### config.mk
export PLATFORM = sky130hd
export DESIGN_NAME = uart_rx_ctrl
export DESIGN_NICKNAME = d
export VERILOG_FILES = /design/src/rtl/uart_pkg.sv /design/src/rtl/uart_rx_fifo.sv /design/src/rtl/uart_rx_ctrl.sv
export SDC_FILE = /design/constraint.sdc
export NUM_CORES = 1
export LEC_CHECK = 0
export CAP_MARGIN = 30
export CORE_ASPECT_RATIO = 0.75
export CORE_UTILIZATION = 50
export CTS_BUF_LIST = sky130_fd_sc_hd__clkbuf_4 sky130_fd_sc_hd__clkbuf_8 sky130_fd_sc_hd__clkbuf_16
export DETAILED_ROUTE_END_ITERATION = 16
export PLACE_DENSITY = 0.75
export SETUP_SLACK_MARGIN = 0.2
export SYNTH_ARGS = -nofsm -noshare
export SYNTH_HDL_FRONTEND = slang
export SYNTH_HIERARCHICAL = 1
export SYNTH_SLANG_ARGS = --single-unit
### constraint.sdc
create_clock -name clk -period 3.4 [get_ports clk]
set_clock_uncertainty 0.15 [all_clocks]
set_input_delay 1.02 -clock clk [delete_from_list [all_inputs] [get_ports clk]]
set_output_delay 1.02 -clock clk [all_outputs]
set_load 0.05 [all_outputs]
### src/rtl/uart_pkg.sv
`default_nettype none
// +----------------------------------------------------------------------+
// | uart_pkg : shared state encoding and byte width for the UART receive  |
// | controller.                                                           |
// | Rev 1.0                                                               |
// +----------------------------------------------------------------------+
package uart_pkg;

    localparam int BYTE_W = 8;

    typedef enum logic [1:0] {
        ST_OFF   = 2'd0,
        ST_RUN   = 2'd1,
        ST_HOLD  = 2'd2,
        ST_BREAK = 2'd3
    } rx_state_t;

endpackage
`default_nettype wire

### src/rtl/uart_rx_fifo.sv
`default_nettype none
// +----------------------------------------------------------------------+
// | uart_rx_fifo : byte FIFO with separate occupancy count and            |
// | drop-on-full. A push into a full FIFO is accepted only with a pop.    |
// | Rev 1.0                                                               |
// +----------------------------------------------------------------------+
module uart_rx_fifo
    import uart_pkg::*;
#(
    parameter int DEPTH = 4,
    parameter int CW    = $clog2(DEPTH) + 1
) (
    input  logic              clk,
    input  logic              resetn,
    input  logic              wr_en,
    input  logic [BYTE_W-1:0] wr_data,
    input  logic              rd_req,
    output logic              rd_valid,
    output logic [BYTE_W-1:0] rd_data,
    output logic [CW-1:0]     count,
    output logic              pushed,
    output logic              popped,
    output logic              dropped
);

    localparam int AW = $clog2(DEPTH);

    logic [BYTE_W-1:0] r_mem [DEPTH];
    logic [AW-1:0]     r_wr_ptr;
    logic [AW-1:0]     r_rd_ptr;
    logic [CW-1:0]     r_count;

    logic w_empty;
    logic w_full;

    assign w_empty = (r_count == '0);
    assign w_full  = (r_count == CW'(DEPTH));

    // A full FIFO still takes a byte when the head leaves in the same cycle.
    assign popped  = rd_req & ~w_empty;
    assign pushed  = wr_en & (~w_full | popped);
    assign dropped = wr_en & w_full & ~popped;

    always_ff @(posedge clk or negedge resetn) begin
        if (!resetn) begin
            r_wr_ptr <= '0;
            r_rd_ptr <= '0;
            r_count  <= '0;
            for (int i = 0; i < DEPTH; i++) begin
                r_mem[i] <= '0;
            end
        end else begin
            if (pushed) begin
                r_mem[r_wr_ptr] <= wr_data;
                r_wr_ptr        <= r_wr_ptr + AW'(1);
            end
            if (popped) begin
                r_rd_ptr <= r_rd_ptr + AW'(1);
            end
            if (pushed && !popped) begin
                r_count <= r_count + CW'(1);
            end else if (popped && !pushed) begin
                r_count <= r_count - CW'(1);
            end
        end
    end

    assign rd_valid = ~w_empty;
    assign rd_data  = w_empty ? '0 : r_mem[r_rd_ptr];
    assign count    = r_count;

endmodule
`default_nettype wire

### src/rtl/uart_rx_ctrl.sv
`default_nettype none
// +----------------------------------------------------------------------+
// | uart_rx_ctrl : receive-enable flow control, BREAK handling, sticky    |
// | overrun/break flags and idle timeout in front of a byte FIFO.         |
// | Rev 1.0                                                               |
// +----------------------------------------------------------------------+
module uart_rx_ctrl
    import uart_pkg::*;
#(
    parameter int FIFO_DEPTH   = 4,
    parameter int IDLE_TIMEOUT = 1024,
    parameter int BREAK_GAP    = 256,
    parameter int CW           = $clog2(FIFO_DEPTH) + 1
) (
    input  logic              clk,
    input  logic              resetn,
    input  logic              ctrl_en,
    input  logic              clr_status,
    input  logic              rx_valid,
    input  logic              rx_break,
    input  logic [BYTE_W-1:0] rx_data,
    output logic              rx_en,
    input  logic              rd_req,
    output logic              rd_valid,
    output logic [BYTE_W-1:0] rd_data,
    output logic [CW-1:0]     fifo_count,
    output logic              overrun,
    output logic              break_det,
    output logic              idle_irq
);

    localparam logic [15:0] c_gap_load  = 16'(BREAK_GAP - 1);
    localparam logic [15:0] c_idle_trip = 16'(IDLE_TIMEOUT);

    rx_state_t   r_state;
    logic [15:0] r_gap;
    logic [15:0] r_idle;
    logic        r_idle_irq;
    logic        r_overrun;
    logic        r_break_det;

    logic        w_brk;
    logic        w_wr;
    logic        w_pushed;
    logic        w_popped;
    logic        w_dropped;
    logic        w_idle_clr;
    logic [15:0] w_idle_next;

    assign w_brk = rx_valid & rx_break & (rx_data == '0);
    assign w_wr  = rx_valid & ~w_brk;

    uart_rx_fifo #(
        .DEPTH (FIFO_DEPTH),
        .CW    (CW)
    ) u_fifo (
        .clk      (clk),
        .resetn   (resetn),
        .wr_en    (w_wr),
        .wr_data  (rx_data),
        .rd_req   (rd_req),
        .rd_valid (rd_valid),
        .rd_data  (rd_data),
        .count    (fifo_count),
        .pushed   (w_pushed),
        .popped   (w_popped),
        .dropped  (w_dropped)
    );

    always_ff @(posedge clk or negedge resetn) begin
        if (!resetn) begin
            r_state <= ST_OFF;
            r_gap   <= '0;
        end else begin
            case (r_state)
                ST_OFF: begin
                    if (ctrl_en) r_state <= ST_RUN;
                end
                ST_RUN: begin
                    if (w_brk) begin
                        r_state <= ST_BREAK;
                        r_gap   <= c_gap_load;
                    end else if (!ctrl_en) begin
                        r_state <= ST_OFF;
                    end else if (fifo_count >= CW'(FIFO_DEPTH - 1)) begin
                        r_state <= ST_HOLD;
                    end
                end
                ST_HOLD: begin
                    if (w_brk) begin
                        r_state <= ST_BREAK;
                        r_gap   <= c_gap_load;
                    end else if (!ctrl_en) begin
                        r_state <= ST_OFF;
                    end else if (fifo_count <= CW'(FIFO_DEPTH / 2)) begin
                        r_state <= ST_RUN;
                    end
                end
                ST_BREAK: begin
                    if (r_gap == '0) begin
                        r_state <= ctrl_en ? ST_RUN : ST_OFF;
                    end else begin
                        r_gap <= r_gap - 16'd1;
                    end
                end
                default: r_state <= ST_OFF;
            endcase
        end
    end

    assign rx_en = (r_state == ST_RUN);

    // Set events take priority over a coincident clear.
    always_ff @(posedge clk or negedge resetn) begin
        if (!resetn) begin
            r_overrun   <= 1'b0;
            r_break_det <= 1'b0;
        end else begin
            if (w_dropped)       r_overrun <= 1'b1;
            else if (clr_status) r_overrun <= 1'b0;
            if (w_brk)           r_break_det <= 1'b1;
            else if (clr_status) r_break_det <= 1'b0;
        end
    end

    assign w_idle_clr  = w_pushed | w_popped | ~rd_valid;
    assign w_idle_next = r_idle + 16'd1;

    // Saturation keeps the timer parked past the trip point, so one pulse per idle period.
    always_ff @(posedge clk or negedge resetn) begin
        if (!resetn) begin
            r_idle     <= '0;
            r_idle_irq <= 1'b0;
        end else if (w_idle_clr) begin
            r_idle     <= '0;
            r_idle_irq <= 1'b0;
        end else if (r_idle != 16'hFFFF) begin
            r_idle     <= w_idle_next;
            r_idle_irq <= (w_idle_next == c_idle_trip);
        end else begin
            r_idle_irq <= 1'b0;
        end
    end

    assign overrun   = r_overrun;
    assign break_det = r_break_det;
    assign idle_irq  = r_idle_irq;

endmodule
`default_nettype wire

## After elaboration in Yosys (flattened, before gate mapping)

Cells that the tools add are included.

- Register bits after elaboration: 76
- Input port bits: 15
- Output and inout port bits: 16
- Logic and storage cells: 98

- Add/sub/neg operators: 6
- Magnitude comparators: 5
- Equal/unequal tests: 12
- Muxes and demuxes: 29
- Bitwise logic cells: 16
- Reductions and logical operators: 17

Operator list:

| operator | count |
|---|---|
| two-way mux 16 bit | 4 |
| bitwise mux 32 bit | 1 |
| two-way mux 8 bit | 4 |
| one-hot mux 16 bit (2 select lines) | 1 |
| adder 16 x 1 -> 16 bit, second input constant | 1 |
| binary-select mux 8 bit (select 2 bit) | 1 |
| demux 8 bit (select 2 bit) | 1 |
| == test 16 x 11 -> 1 bit, second input constant | 1 |
| zero test 16 bit | 1 |
| two-way mux 2 bit | 8 |
| != test 16 bit, second input constant | 1 |
| subtractor 16 x 1 -> 16 bit, second input constant | 1 |
| nonzero test 2 bit | 5 |
| zero test 8 bit | 1 |
| one-hot mux 2 bit (4 select lines) | 1 |
| bitwise AND 1 bit | 7 |
| greater-or-equal comparator 3 bit, second input constant | 2 |
| two-way mux 1 bit | 6 |
| two-way mux 3 bit | 2 |
| != test 2 bit, second input constant | 3 |
| NOT 2 -> 3 bit | 2 |
| adder 2 x 1 -> 2 bit, second input constant | 2 |
| == test 2 bit, second input constant | 2 |
| != test 4 x 2 -> 1 bit, second input constant | 1 |
| other kinds (18) | 26 |

## Logic depth before layout (Yosys ltp)

- Word-level depth: 9
- Mapped depth: 10
- Mapped depth without buffers: 10

## Hierarchy

The synthesis kept the hierarchy.

Modules (own cells, without submodules):

| module | instances | cells each | area each (um^2) | seq. area each (um^2) |
|---|---|---|---|---|
| uart_rx_ctrl | 1 | 256 | 2334.7 | 925.9 |
| uart_rx_fifo | 1 | 123 | 1846.8 | 975.9 |

## Worst setup path before layout

Ideal clock, no wire load.

- Path kind: reg2out
- Start: reg u_fifo.r_count[0] (netlist: u_fifo/count[0])
- End: out rd_data[0]
- Data arrival time: 2.097 ns
- Path slack: 0.133 ns
- Stages on the path, launching flop included: 4
- Path through: dfrtp_1 > or3_1 > clkbuf_1 > and2_1

- Word-level cells in the longest chain between the ends: 2

Ends and longest elaborated chain:

| item | line | RTL |
|---|---|---|
| from (decl) | uart_rx_fifo.sv:31 | `logic [CW-1:0] r_count;` |
| from (signal assigned) | uart_rx_fifo.sv:61 | `r_count <= r_count + CW'(1);` |
| from (signal assigned) | uart_rx_fifo.sv:63 | `r_count <= r_count - CW'(1);` |
| zero test 3 bit | uart_rx_fifo.sv:36 | `assign w_empty = (r_count == '0);` |
| two-way mux 8 bit | uart_rx_fifo.sv:69 | `assign rd_data = w_empty ? '0 : r_mem[r_rd_ptr];` |
| to (decl) | uart_rx_ctrl.sv:25 | `output logic [BYTE_W-1:0] rd_data,` |

Every way passes these cells.

## Worst setup path in the final report

- Start: in rx_data[7]
- End: reg u_fifo.r_count[1] (netlist: u_fifo/count[1])

- Word-level cells in the longest chain between the ends: 8
- Elaborated cells on any way between the ends: 10
- Classes of those cells: mux: 1; bitwise: 4; reduce/logical: 5

Ends and longest elaborated chain:

| item | line | RTL |
|---|---|---|
| from (decl) | uart_rx_ctrl.sv:21 | `input logic [BYTE_W-1:0] rx_data,` |
| zero test 8 bit (*) | uart_rx_ctrl.sv:50 | `assign w_brk = rx_valid & rx_break & (rx_data == '0);` |
| bitwise AND 1 bit (*) | uart_rx_ctrl.sv:50 |  |
| NOT 1 bit (*) | uart_rx_ctrl.sv:51 | `assign w_wr = rx_valid & ~w_brk;` |
| bitwise AND 1 bit (*) | uart_rx_ctrl.sv:51 |  |
| named net w_wr | uart_rx_ctrl.sv:43 | `logic w_wr;` |
| bitwise AND 1 bit (*) | uart_rx_fifo.sv:41 | `assign pushed = wr_en & (~w_full \| popped);` |
| named net w_pushed | uart_rx_ctrl.sv:44 | `logic w_pushed;` |
| zero test 1 bit | uart_rx_fifo.sv:62 | `end else if (popped && !pushed) begin` |
| logical AND 1 bit | uart_rx_fifo.sv:62 |  |
| nonzero test 2 bit (no source line) | n/a |  |

Mark *: on every way through the listed nets, which the timed path passes. The rest lies on a longest branch.
A chain may end at the register's enable or synchronous reset.

==> results.txt <==
Outcome = completed
Final worst setup slack = 0.269 ns
Vias in the first global route = 2967
Initial antenna violation count = 0
Clock Pin Slew Worst Setup and Hold Paths = 0.09 ns
Post-DP HPWL = 6.31 mm
Startpoint Class = primary input
Per-cell routed wire length = 16.8 um
Place WS = -0.267 ns
Reg power frac = 33.1%
Yosys warns = 6
CP Cell Sequence = clkdlybuf4s50_1, nor4_2, and3_1, nor2b_2, nor2b_4, ha_2, inv_1, fa_2, mux2_2
Clock Tree Root = clkbuf_8
Main synth FF type = dfrtp_1
Ys async rst share = 100%
Crit end category = flip-flop
Congestion Overflow GR = 0
Synth-to-Final Area Change = 19.5%
Port Buffer Count = 30
Final cycle utilization of the critical path = 92.1%
Tmin final = 3.13 ns
Fin nets = 460
Final std cells w/o fill = 541
Hold Buf Count CTS = 0
Worst reg2reg path endpoint = r_state[1]
Ports = 31
CTS tree = built
Worst setup path startpoint = rx_data[7]
Worst-case reg-to-reg path depth = 7
Unrepaired setup endpoints after global routing = no
Final Max Slew Viols = 0
Synthesized area per cell = 11.0 sq um
Pin count of the biggest net entering global routing = 77
Die Width = 108 um
Routability congestion estimate = 0.876
Core ar. = 7990 sq um
Total power = 4170 uW
H-tree levels = 3
Hold WS = 0.338 ns
Synth Instances = 379
Clock power share = 16.7%
Switching share of power = 42.8%
Register area share after synthesis = 45.5%
GRT Overall Usage = 22.4%
CP bufs+invs = 2
WP data arrival = 3.22 ns
CTS Buf Count = 9
Antenna-violating nets left = 0
Setup crit end = u_fifo/count[1]
First-pass GRT wire length = 15.0 mm
Commonest cells after routing, fill and taps aside = dfrtp_1 (75), mux2_2 (36), buf_4 (31)
Core Rows = 28
Die Y = 81.2 um
Crit-path max cell delay = 0.50 ns
Worst min path class = flip-flop to flip-flop
Die area = 8740 sq um
Worst path slowest cell = clkdlybuf4s50_1
Combinational Power Share = 50.2%
FF-to-FF Start = r_gap[0]
Unique masters post-synth = 58
Clock Sinks = 76
Via density = 5.77
Crit Path Max Fanout = 5
Max-slew headroom at the worst pin = 47.1%
P_int = 2390 uW
Initial core utilization = 52.3%
Final Hold Vio Count = 0
Net Count, Synth = 408
Placed inst area = 4690 sq um
# setup viols final = 0
Finished Cell Area = 5000 sq um
Slew @ Worst Pin = 0.786 ns
Syn Std Cell Area = 4180 sq um
Most common cell after layout, fill and taps aside = dfrtp_1
Synth Register Bits = 76
Crit path required time = 3.49 ns
Max Fclk = 319 MHz
CP Depth = 9
Antenna Cells = 0
Placed insts = 522
WL final = 9.06 mm
Max-cap violations = 0
R2R setup slack = 0.46 ns
Pre-Repair DR Iteration Count = 5
CP top delay family = simple AND/OR/NAND/NOR gates
Critical path class = primary input to flip-flop
Post-route DRC = 0
Leakage = 0.00218 uW
Cell Pwr Density = 835 nW/um^2
Peak supply drop = 0.000658 V
Vias = 3120
Clock latency on the worst-skew pair = 0.35 ns
Maximum clock path buffer count = 2
Initial drt markers = 173
Sw Pwr = 1790 uW
Share of cells above drive strength 1 = 26.8%
Post-synth EDFFs = 0
## how the worst min path moves through the flow
stage	startpoint	to	slack, ns	cells after the start
3_5_place_dp	overrun	overrun	0.33	1
2_1_floorplan	u_fifo/r_mem[10]	u_fifo/r_mem[10]	0.33	1
4_1_cts	overrun	overrun	0.35	1
5_1_grt	break_det	break_det	0.36	1
6_report	break_det	break_det	0.34	1
3_3_place_gp	break_det	break_det	0.31	1
## synth_stat cells, drive strengths merged, types with 4 or more instances
cell type	number	area, sq um
o21ai	7	35.0
and3	4	25.0
a21oi	14	70.1
nor3	13	65.1
mux2	37	420
nor2b	4	25.0
nor4	13	87.6
clkbuf	9	35.0
nand3	11	55.1
a31oi	4	25.0
nand2	25	93.8
and2	11	68.8
ha	13	163
nor2	27	111
mux2i	5	50.1
nand4	5	31.3
inv	16	60.1
xor2	6	52.6
mux4	8	180
dfrtp	76	1900
xnor2	19	166
or3	5	32.5
## area by class of cell
| type | count | area (sq um) |
|---|---|---|
| clock buffer | 9 | 124 |
| fill | 652 | 2990 |
| sequential | 76 | 1900 |
| clock inverter | 7 | 76.3 |
| tap | 105 | 131 |
| inverter | 16 | 60.1 |
| timing repair buffer | 53 | 493 |
| multi-input combinational | 275 | 2210 |
## worst reg2reg max path: stages (launching register included)
cell	delay (ns)
dfrtp_1	0.43
inv_1	0.15
ha_1	0.19
or4b_2	0.63
or2_2	0.37
or2_4	0.28
a221oi_4	0.30
mux2_4	0.33
## metal layers
layer / global-route usage (%) / routed length [um]
met5: 0 / 0
met4: 4.25 / 49
met3: 6.26 / 467
met2: 33.4 / 4030
met1: 32.7 / 4520
## power by group through the flow
stage | combinational [uW] | clock, uW | sequential (uW)
after floorplan | 1440 | 0 | 1380
after global placement | 2020 | 0 | 1380
after detailed placement | 2070 | 0 | 1390
after CTS | 2090 | 715 | 1380
after global routing | 2250 | 751 | 1420
final | 2100 | 697 | 1380
## metrics by stage
step / setup TNS (ns) / util [%]
after floorplan: 0 / -
after global placement: -0.284 / 58.7
after detailed placement: -0.897 / 58.7
after CTS: 0 / 61.4
after global routing: 0 / 62.5
final: 0 / 62.5
## sequential cells by signal (all words and copies together) (netlist names)
signal / count
break_det: 1
idle_irq: 1
overrun: 1
r_gap: 16
r_idle: 16
r_state: 2
u_fifo/count: 3
u_fifo/r_mem: 32
u_fifo/r_rd_ptr: 2
u_fifo/r_wr_ptr: 2
## timing repair
| item | in CTS | in global routing |
|---|---|---|
| buffers inserted | 0 | 2 |
| resized for setup | 3 | 16 |
| pin swaps | 0 | 4 |
| setup endpoints to repair | 8 | 5 |
## cells by family (layout without fill, tap and decap cells)
kind of cell	count (synthesis)	in the layout	synth area share [%]
xor gates and xnor gates	25	25	5.24
muxes	50	50	15.6
adders and majority gates	14	14	4.37
AOI/OAI and AO/OA	48	48	8.11
buffers and inverters	28	85	2.63
DFF	76	76	45.5
and+or+nand+nor	138	138	18.6
(Power assumes the default switching activity.)
